## src/rtl/seq_det_arbiter.sv

```systemverilog
// -----------------------------------------------------------------------------
// seq_det_arbiter
//
// Purpose:
//   Shares one serial Mealy "1001" (overlapping) sequence detector between two
//   serial bit sources. A round-robin arbiter grants one requester at a time.
//   The granted source then streams a frame of FRAME_LEN bits through the
//   detector. Each completed frame reports its detection count with a
//   one-cycle done pulse.
//
// Parameters:
//   FRAME_LEN : bits streamed per granted frame (>= 4)
//   CNT_W     : match counter width, saturating at 2^CNT_W-1
//
// Ports:
//   clock      in   system clock, all state on rising edge
//   reset      in   synchronous, active-low reset
//   req[1:0]   in   per-source frame request, held until done or abort
//   bit_in0    in   serial data of source 0 (sampled while granted)
//   bit_in1    in   serial data of source 1 (sampled while granted)
//   grant[1:0] out  registered one-hot grant, 00 when idle
//   busy       out  high while a frame is streaming
//   det        out  Mealy detect pulse (combinational, 0 outside STREAM)
//   done       out  one-cycle pulse after a completed frame
//   done_id    out  source index of the finished frame (valid with done)
//   match_cnt  out  detections in the finished frame (held until next done)
//
// Build option:
//   SEQ_DET_EARLY_STOP_EN : when defined, the first detection in a frame ends
//                           the frame immediately (match_cnt = 1).
// -----------------------------------------------------------------------------
module seq_det_arbiter #(
    parameter int FRAME_LEN = 8,
    parameter int CNT_W     = 4
) (
    input  logic             clock,
    input  logic             reset,
    input  logic [1:0]       req,
    input  logic             bit_in0,
    input  logic             bit_in1,
    output logic [1:0]       grant,
    output logic             busy,
    output logic             det,
    output logic             done,
    output logic             done_id,
    output logic [CNT_W-1:0] match_cnt
);

    localparam int BC_W = $clog2(FRAME_LEN);
    localparam logic [BC_W-1:0]  LAST_BIT = BC_W'(FRAME_LEN - 1);
    localparam logic [CNT_W-1:0] CNT_MAX  = {CNT_W{1'b1}};

    typedef enum logic [1:0] {
        ST_IDLE   = 2'd0,
        ST_STREAM = 2'd1,
        ST_REPORT = 2'd2
    } state_e;

    // Detector states: S1 = seen "1", S2 = seen "10", S3 = seen "100".
    typedef enum logic [1:0] {
        D_S0 = 2'd0,
        D_S1 = 2'd1,
        D_S2 = 2'd2,
        D_S3 = 2'd3
    } det_e;

    state_e            state_q,     state_d;
    det_e              dstate_q,    dstate_d;
    logic [BC_W-1:0]   bit_cnt_q,   bit_cnt_d;
    logic [CNT_W-1:0]  cnt_q,       cnt_d;
    logic              served_q,    served_d;
    logic              last_q,      last_d;
    logic [1:0]        grant_q,     grant_d;
    logic              busy_q,      busy_d;
    logic              done_q,      done_d;
    logic              done_id_q,   done_id_d;
    logic [CNT_W-1:0]  match_cnt_q, match_cnt_d;

    logic              cur_bit_s;
    logic              det_s;
    logic              winner_s;
    logic              end_frame_s;

    function automatic det_e det_next(input det_e s, input logic b);
        case (s)
            D_S0:    det_next = b ? D_S1 : D_S0;
            D_S1:    det_next = b ? D_S1 : D_S2;
            D_S2:    det_next = b ? D_S1 : D_S3;
            D_S3:    det_next = b ? D_S1 : D_S0;
            default: det_next = D_S0;
        endcase
    endfunction

    assign cur_bit_s = served_q ? bit_in1 : bit_in0;
    assign det_s     = (state_q == ST_STREAM) && (dstate_q == D_S3) && cur_bit_s;
    // Round robin: the source not served last wins if it asks, else the other.
    assign winner_s  = req[~last_q] ? ~last_q : last_q;

`ifdef SEQ_DET_EARLY_STOP_EN
    assign end_frame_s = (bit_cnt_q == LAST_BIT) || det_s;
`else
    assign end_frame_s = (bit_cnt_q == LAST_BIT);
`endif

    // Next-state and registered-output logic for arbiter, detector and counters.
    always_comb begin
        state_d     = state_q;
        dstate_d    = dstate_q;
        bit_cnt_d   = bit_cnt_q;
        cnt_d       = cnt_q;
        served_d    = served_q;
        last_d      = last_q;
        grant_d     = grant_q;
        busy_d      = busy_q;
        done_d      = 1'b0;
        done_id_d   = done_id_q;
        match_cnt_d = match_cnt_q;

        case (state_q)
            ST_IDLE: begin
                if (req != 2'b00) begin
                    served_d  = winner_s;
                    grant_d   = winner_s ? 2'b10 : 2'b01;
                    busy_d    = 1'b1;
                    bit_cnt_d = '0;
                    dstate_d  = D_S0;
                    cnt_d     = '0;
                    state_d   = ST_STREAM;
                end else begin
                    state_d = ST_IDLE;
                end
            end
            ST_STREAM: begin
                if (!req[served_q]) begin
                    // Abort: drop the frame silently but still rotate priority.
                    state_d  = ST_IDLE;
                    grant_d  = 2'b00;
                    busy_d   = 1'b0;
                    last_d   = served_q;
                    dstate_d = D_S0;
                end else begin
                    dstate_d  = det_next(dstate_q, cur_bit_s);
                    bit_cnt_d = bit_cnt_q + BC_W'(1);
                    if (det_s && (cnt_q != CNT_MAX)) begin
                        cnt_d = cnt_q + CNT_W'(1);
                    end else begin
                        cnt_d = cnt_q;
                    end
                    if (end_frame_s) begin
                        state_d = ST_REPORT;
                        grant_d = 2'b00;
                        busy_d  = 1'b0;
                    end else begin
                        state_d = ST_STREAM;
                    end
                end
            end
            ST_REPORT: begin
                done_d      = 1'b1;
                done_id_d   = served_q;
                match_cnt_d = cnt_q;
                last_d      = served_q;
                dstate_d    = D_S0;
                state_d     = ST_IDLE;
            end
            default: begin
                state_d  = ST_IDLE;
                grant_d  = 2'b00;
                busy_d   = 1'b0;
                dstate_d = D_S0;
            end
        endcase
    end

    // State and output registers with synchronous active-low reset.
    always_ff @(posedge clock) begin
        if (!reset) begin
            state_q     <= ST_IDLE;
            dstate_q    <= D_S0;
            bit_cnt_q   <= '0;
            cnt_q       <= '0;
            served_q    <= 1'b0;
            last_q      <= 1'b1;
            grant_q     <= 2'b00;
            busy_q      <= 1'b0;
            done_q      <= 1'b0;
            done_id_q   <= 1'b0;
            match_cnt_q <= '0;
        end else begin
            state_q     <= state_d;
            dstate_q    <= dstate_d;
            bit_cnt_q   <= bit_cnt_d;
            cnt_q       <= cnt_d;
            served_q    <= served_d;
            last_q      <= last_d;
            grant_q     <= grant_d;
            busy_q      <= busy_d;
            done_q      <= done_d;
            done_id_q   <= done_id_d;
            match_cnt_q <= match_cnt_d;
        end
    end

    assign grant     = grant_q;
    assign busy      = busy_q;
    assign det       = det_s;
    assign done      = done_q;
    assign done_id   = done_id_q;
    assign match_cnt = match_cnt_q;

endmodule

```

## config.mk

```make
export PLATFORM = sky130hd
export DESIGN_NAME = seq_det_arbiter
export DESIGN_NICKNAME = d
export VERILOG_FILES = /design/src/rtl/seq_det_arbiter.sv
export SDC_FILE = /design/constraint.sdc
export NUM_CORES = 1
export LEC_CHECK = 0
export ABC_AREA = 1
export ABC_CLOCK_PERIOD_IN_PS = 1400
export CORE_UTILIZATION = 45
export DETAILED_ROUTE_END_ITERATION = 10
export PLACE_DENSITY = 0.75
export SYNTH_ARGS = -nofsm -noshare
export SYNTH_HDL_FRONTEND = slang
export SYNTH_SLANG_ARGS = --single-unit
```

## constraint.sdc

```tcl
create_clock -name clock -period 1.4 [get_ports clock]
set_input_delay 0.42 -clock clock [delete_from_list [all_inputs] [get_ports clock]]
set_output_delay 0.42 -clock clock [all_outputs]
set_load 0.01 [all_outputs]
```

; After elaboration in Yosys (flattened, before gate mapping)
; Cells that the tools add are included.
[totals]
out_inout_bits = 10
inputBits = 6
register_bits = 22
word_cells = 79
[op_classes]
n_reduce_logical = 14
bitwise = 2
n_eq_ne = 12
mux = 36
order_cmp = 2
add_sub_neg = 2
[op_table]
columns = operator, count
row1 = two-way mux 2 bit, 10
row2 = two-way mux 1 bit, 13
row3 = two-way mux 4 bit, 3
row4 = one-hot mux 2 bit (3 select lines), 2
row5 = one-hot mux 2 bit (2 select lines), 2
row6 = one-hot mux 4 bit (2 select lines), 1
row7 = equality test 2 bit (second input constant), 3
row8 = two-way mux 3 bit, 2
row9 = one-hot mux 3 bit (2 select lines), 1
row10 = AND reduction 3 bit, 2
row11 = nonzero test 2 bit, 3
row12 = adder 4 x 1 -> 4 bit (second input constant), 1
row13 = equality test 2 x 1 -> 1 bit (second input constant), 2
row14 = logical NOT 2 bit, 2
row15 = < comparator 1 x 2 -> 1 bit (second input constant), 2
row16 = != test 2 x 1 -> 1 bit (second input constant), 2
row17 = != test 2 bit (second input constant), 2
row18 = != test 4 bit (second input constant), 1
row19 = AND reduction 2 bit, 2
row20 = AND reduction 4 bit, 1
row21 = adder 3 x 1 -> 3 bit (second input constant), 1
row22 = equality test 3 bit (second input constant), 1
row23 = logical AND 1 bit, 3
row24 = != test 3 bit (second input constant), 1
row25 = other kinds (4), 5

; Logic depth before layout (Yosys ltp)
[depth]
ltp_word = 7
depth_mapped = 8
mapped_depth_nobuf = 8

; Worst setup path after synthesis
; Ideal clock, no wire load.
[synth_path]
path_type = register to output
startpoint = register dstate_q[0]
endpoint = output det
arrival_time_ps = 813
path_buffers = 0
required_time_ps = 980
stages_incl_launch_ff = 5
path_slack_ps = 167
path_cell_list = dfxtp_1 ha_1 inv_1 nor2_2 and2_1
[synth_between]
elab_chain_cells = 3
[synth_rtl]
columns = element, line
row1 = from (decl), 68  ; det_e dstate_q, dstate_d;
row2 = from (signal assigned), 191  ; dstate_q <= dstate_d;
row3 = equality test 2 bit, 95  ; assign det_s = (state_q == ST_STREAM) && (dstate_q == D_S3) && cur_bit_s;
row4 = logical AND 1 bit (2 in series), 95
row5 = to (decl), 43  ; output logic det,
; Every way passes these cells.

; Final worst setup path
[layout_path]
startpoint = register dstate_q[1]
endpoint = output det
; The elaborated chain is that of the path after synthesis.

==> flow_metrics.env <==
export IMPL_status="finished, violations left"
export IMPL_failed_checks="negative setup slack"
export IMPL_arrival_ns=1.22
export IMPL_slowest_delay_ns=0.37
export IMPL_dieHeight_um=50.8
export IMPL_yosys_area_top_type="dfxtp_1"
export IMPL_htree_levels=1
export IMPL_synth_area_top_cells="dfxtp_1 (41%), nand2_1 (8.7%), ha_1 (7.0%), a21oi_1 (6.5%), nand3_1 (6.5%)"
export IMPL_layout_drive_gt1_share_pct=31.8
export IMPL_grt_start_max_net_pins=14
export IMPL_pin_count=16
export IMPL_grt_pass1_vias=1026
export IMPL_grt_usage_pct=22.5
export IMPL_vias_per_cell=5.15
export IMPL_yosysWarnings=0
export IMPL_cts_sinks=22
export IMPL_clk_latency_ns=0.31
export IMPL_clkPwrFrac_pct=33.3
export IMPL_start_util_pct=48.1
export IMPL_power_share_sequential_pct=46.6
export IMPL_total_leakage_power_uw=0.000717
export IMPL_synth_cell_types=23
export IMPL_num_vias=1066
export IMPL_die_w_um=50.8
export IMPL_yosys_register_bits=22
export IMPL_cap_violations=0
export IMPL_layout_nets=192
export IMPL_end_kind="output port"
export IMPL_overflow=0
export IMPL_period_share_pct=117
export IMPL_drc_errors=0
export IMPL_path_cells="ha_4 > inv_2 > nor2_2 > and2_1 > buf_2"
export IMPL_fillCellCount=179
export IMPL_fin_skew_ns=0.0112
export IMPL_rows=17
export IMPL_syn_inst=141
export IMPL_setup_viol=1
export IMPL_dp_slack_ns=-0.698
export IMPL_ctsHoldBuffers=0
export IMPL_power_total_uw=1460
export IMPL_area_growth_pct=39.9
export IMPL_slowest_stage="dfxtp_2"
export IMPL_min_path_type="reg2reg"
export IMPL_gp_congestion=0.853
export IMPL_p_sw_share_pct=26.6
export IMPL_rsz0062_at_grt="true"
export IMPL_critPathKind="reg2out"
export IMPL_tightest_slew_ns=0.395
export IMPL_synth_edff_count=0
export IMPL_syn_area_mm2=0.00107
export IMPL_ant_nets=0
export IMPL_cp_required_ns=0.98
export IMPL_synthTopCellsByCount="nand2_1 (25), dfxtp_1 (22), a21oi_1 (14), nand3_1 (14), nor2_1 (13)"
export IMPL_max_clock_freq_mhz=608
export IMPL_timing_final_ws_setup_ns=-0.244
export IMPL_place_hpwl_um=1730
export IMPL_synth_main_ff_cell="dfxtp_1"
export IMPL_max_vdd_ir_drop_mv=0.614
export IMPL_worstPathMaxFanout=2
export IMPL_yosysTopAreaCellShare_pct=41.0
export IMPL_holdWs_ns=0.475
export IMPL_cp_start_kind="flip-flop"
export IMPL_power_switching_uw=388
export IMPL_clkTransAtPathRegs_ns=0.13
export IMPL_synth_nets=153
export IMPL_placement_io_buffers=15
export IMPL_wl_per_cell_um=12.7
export IMPL_synth_most_common_cell="nand2_1"
export IMPL_finalSetupTns_ns=-0.244
export IMPL_wl_um=2620
export IMPL_diodes=0
export IMPL_numCtsBuffers=3
export IMPL_final_max_slew_violation_count=0
export IMPL_syn_area_per_cell_um2=7.61
export IMPL_p_int_uw=1070
export IMPL_cts_root_buf="clkbuf_4"
export IMPL_relSlewSlack_pct=73.6
export IMPL_ctsLongestPathBuffers=2
export IMPL_final_util_pct=67.2
export IMPL_grt_pass1_wl_um=4270
export IMPL_async_flop_share_pct=0
export IMPL_yosysSeqAreaShare_pct=41.0
export IMPL_cts_tree="built"
export IMPL_dieArea_mm2=0.00258
export IMPL_fp_coreArea_mm2=0.00223
export IMPL_antenna_found_initial=0
export IMPL_hold_viol=0
export IMPL_first_pass_iters=4
export IMPL_power_frac_comb_pct=20.0
export IMPL_drt_iter0_markers=50
export IMPL_p_per_area_mw_per_mm2=972
export IMPL_fin_crit_ns=1.64
==> worst max-delay path: cells and delay by family, from the launching register on <==
kind                     cells  cell delay (ns)
flip-flops                   1             0.37
AND/OR/NAND/NOR              2             0.26
buffers and inverters        2             0.16
adder cells (fa/ha/maj)      1             0.13
==> registers in the layout, indices dropped and copies added, names as in the netlist <==
signal	flops
bit_cnt_q	3
busy	1
cnt_q	4
done	1
done_id	1
dstate_q	2
grant	2
last_q	1
match_cnt	4
served_q	1
state_q	2
==> layout by cell type (no fill, tap or decap), types with 2 or more instances in the layout <==
master / count
nand2_1: 24
dfxtp_1: 19
buf_4: 19
a21oi_1: 13
nor2_1: 13
dlygate4sd2_1: 12
nand3_1: 11
inv_1: 10
o21ai_0: 7
inv_2: 5
nand2_2: 5
nand3_2: 5
ha_1: 5
nand2_4: 4
nor2_2: 3
clkbuf_4: 3
dfxtp_2: 3
o21ai_4: 2
a21oi_2: 2
nand4_1: 2
==> layout make-up <==
class                      count  area (um2)  share of cell area (%)
multi-input combinational    102         621                    41.3
clock buffer                   3        22.5                    1.50
sequential                    22         444                    29.6
timing repair buffer          35         287                    19.1
tap                           28        35.0                    2.33
clock inverter                 1        30.0                    2.00
inverter                      16        62.6                    4.17
==> logic make-up after synthesis <==
kind of cell    count (synthesis)  synth area share (%)
simple gates                   69                  31.2
flops                          22                  41.0
buf+inv                        18                  6.53
compound gates                 25                  13.4
xor+xnor                        1                 0.816
fa+ha+maj                       6                  6.99
==> stage by stage <==
step	cell area (um2)	instances
6_report	1500	207
5_1_grt	1500	207
4_1_cts	1450	207
3_5_place_dp	1360	196
3_3_place_gp	1360	196
2_1_floorplan	1070	141
==> power by group through the flow <==
stage          clock, uW  sequential (uW)  combinational (uW)
4_1_cts              497              680                 264
3_3_place_gp           0              691                 244
3_5_place_dp           0              693                 249
2_1_floorplan          0              696                 146
6_report             487              681                 293
5_1_grt              518              684                 320
==> final timing paths <==
kind / start / to / slack (ns) / cells past startpoint
max: dstate_q[1] / det / -0.24 / 5
min: grant[1] / grant[1] / 0.48 / 2
max reg2reg: bit_cnt_q[0] / busy / 0.10 / 7
min reg2reg: grant[1] / grant[1] / 0.48 / 2
==> per-layer routing <==
metal | GRT usage [%] | routed length [um]
met4 | 12.5 | 46
met3 | 2.68 | 97
met1 | 26.2 | 1150
met5 | 0 | 0
met2 | 39.8 | 1330
==> timing repair <==
item,in CTS,in global routing
setup endpoints to repair,13,12
cloned,0,1
pin swaps,5,10
setup buffers,7,0
resized for setup,20,14
Note: power is estimated with default switching activity, not from simulation.
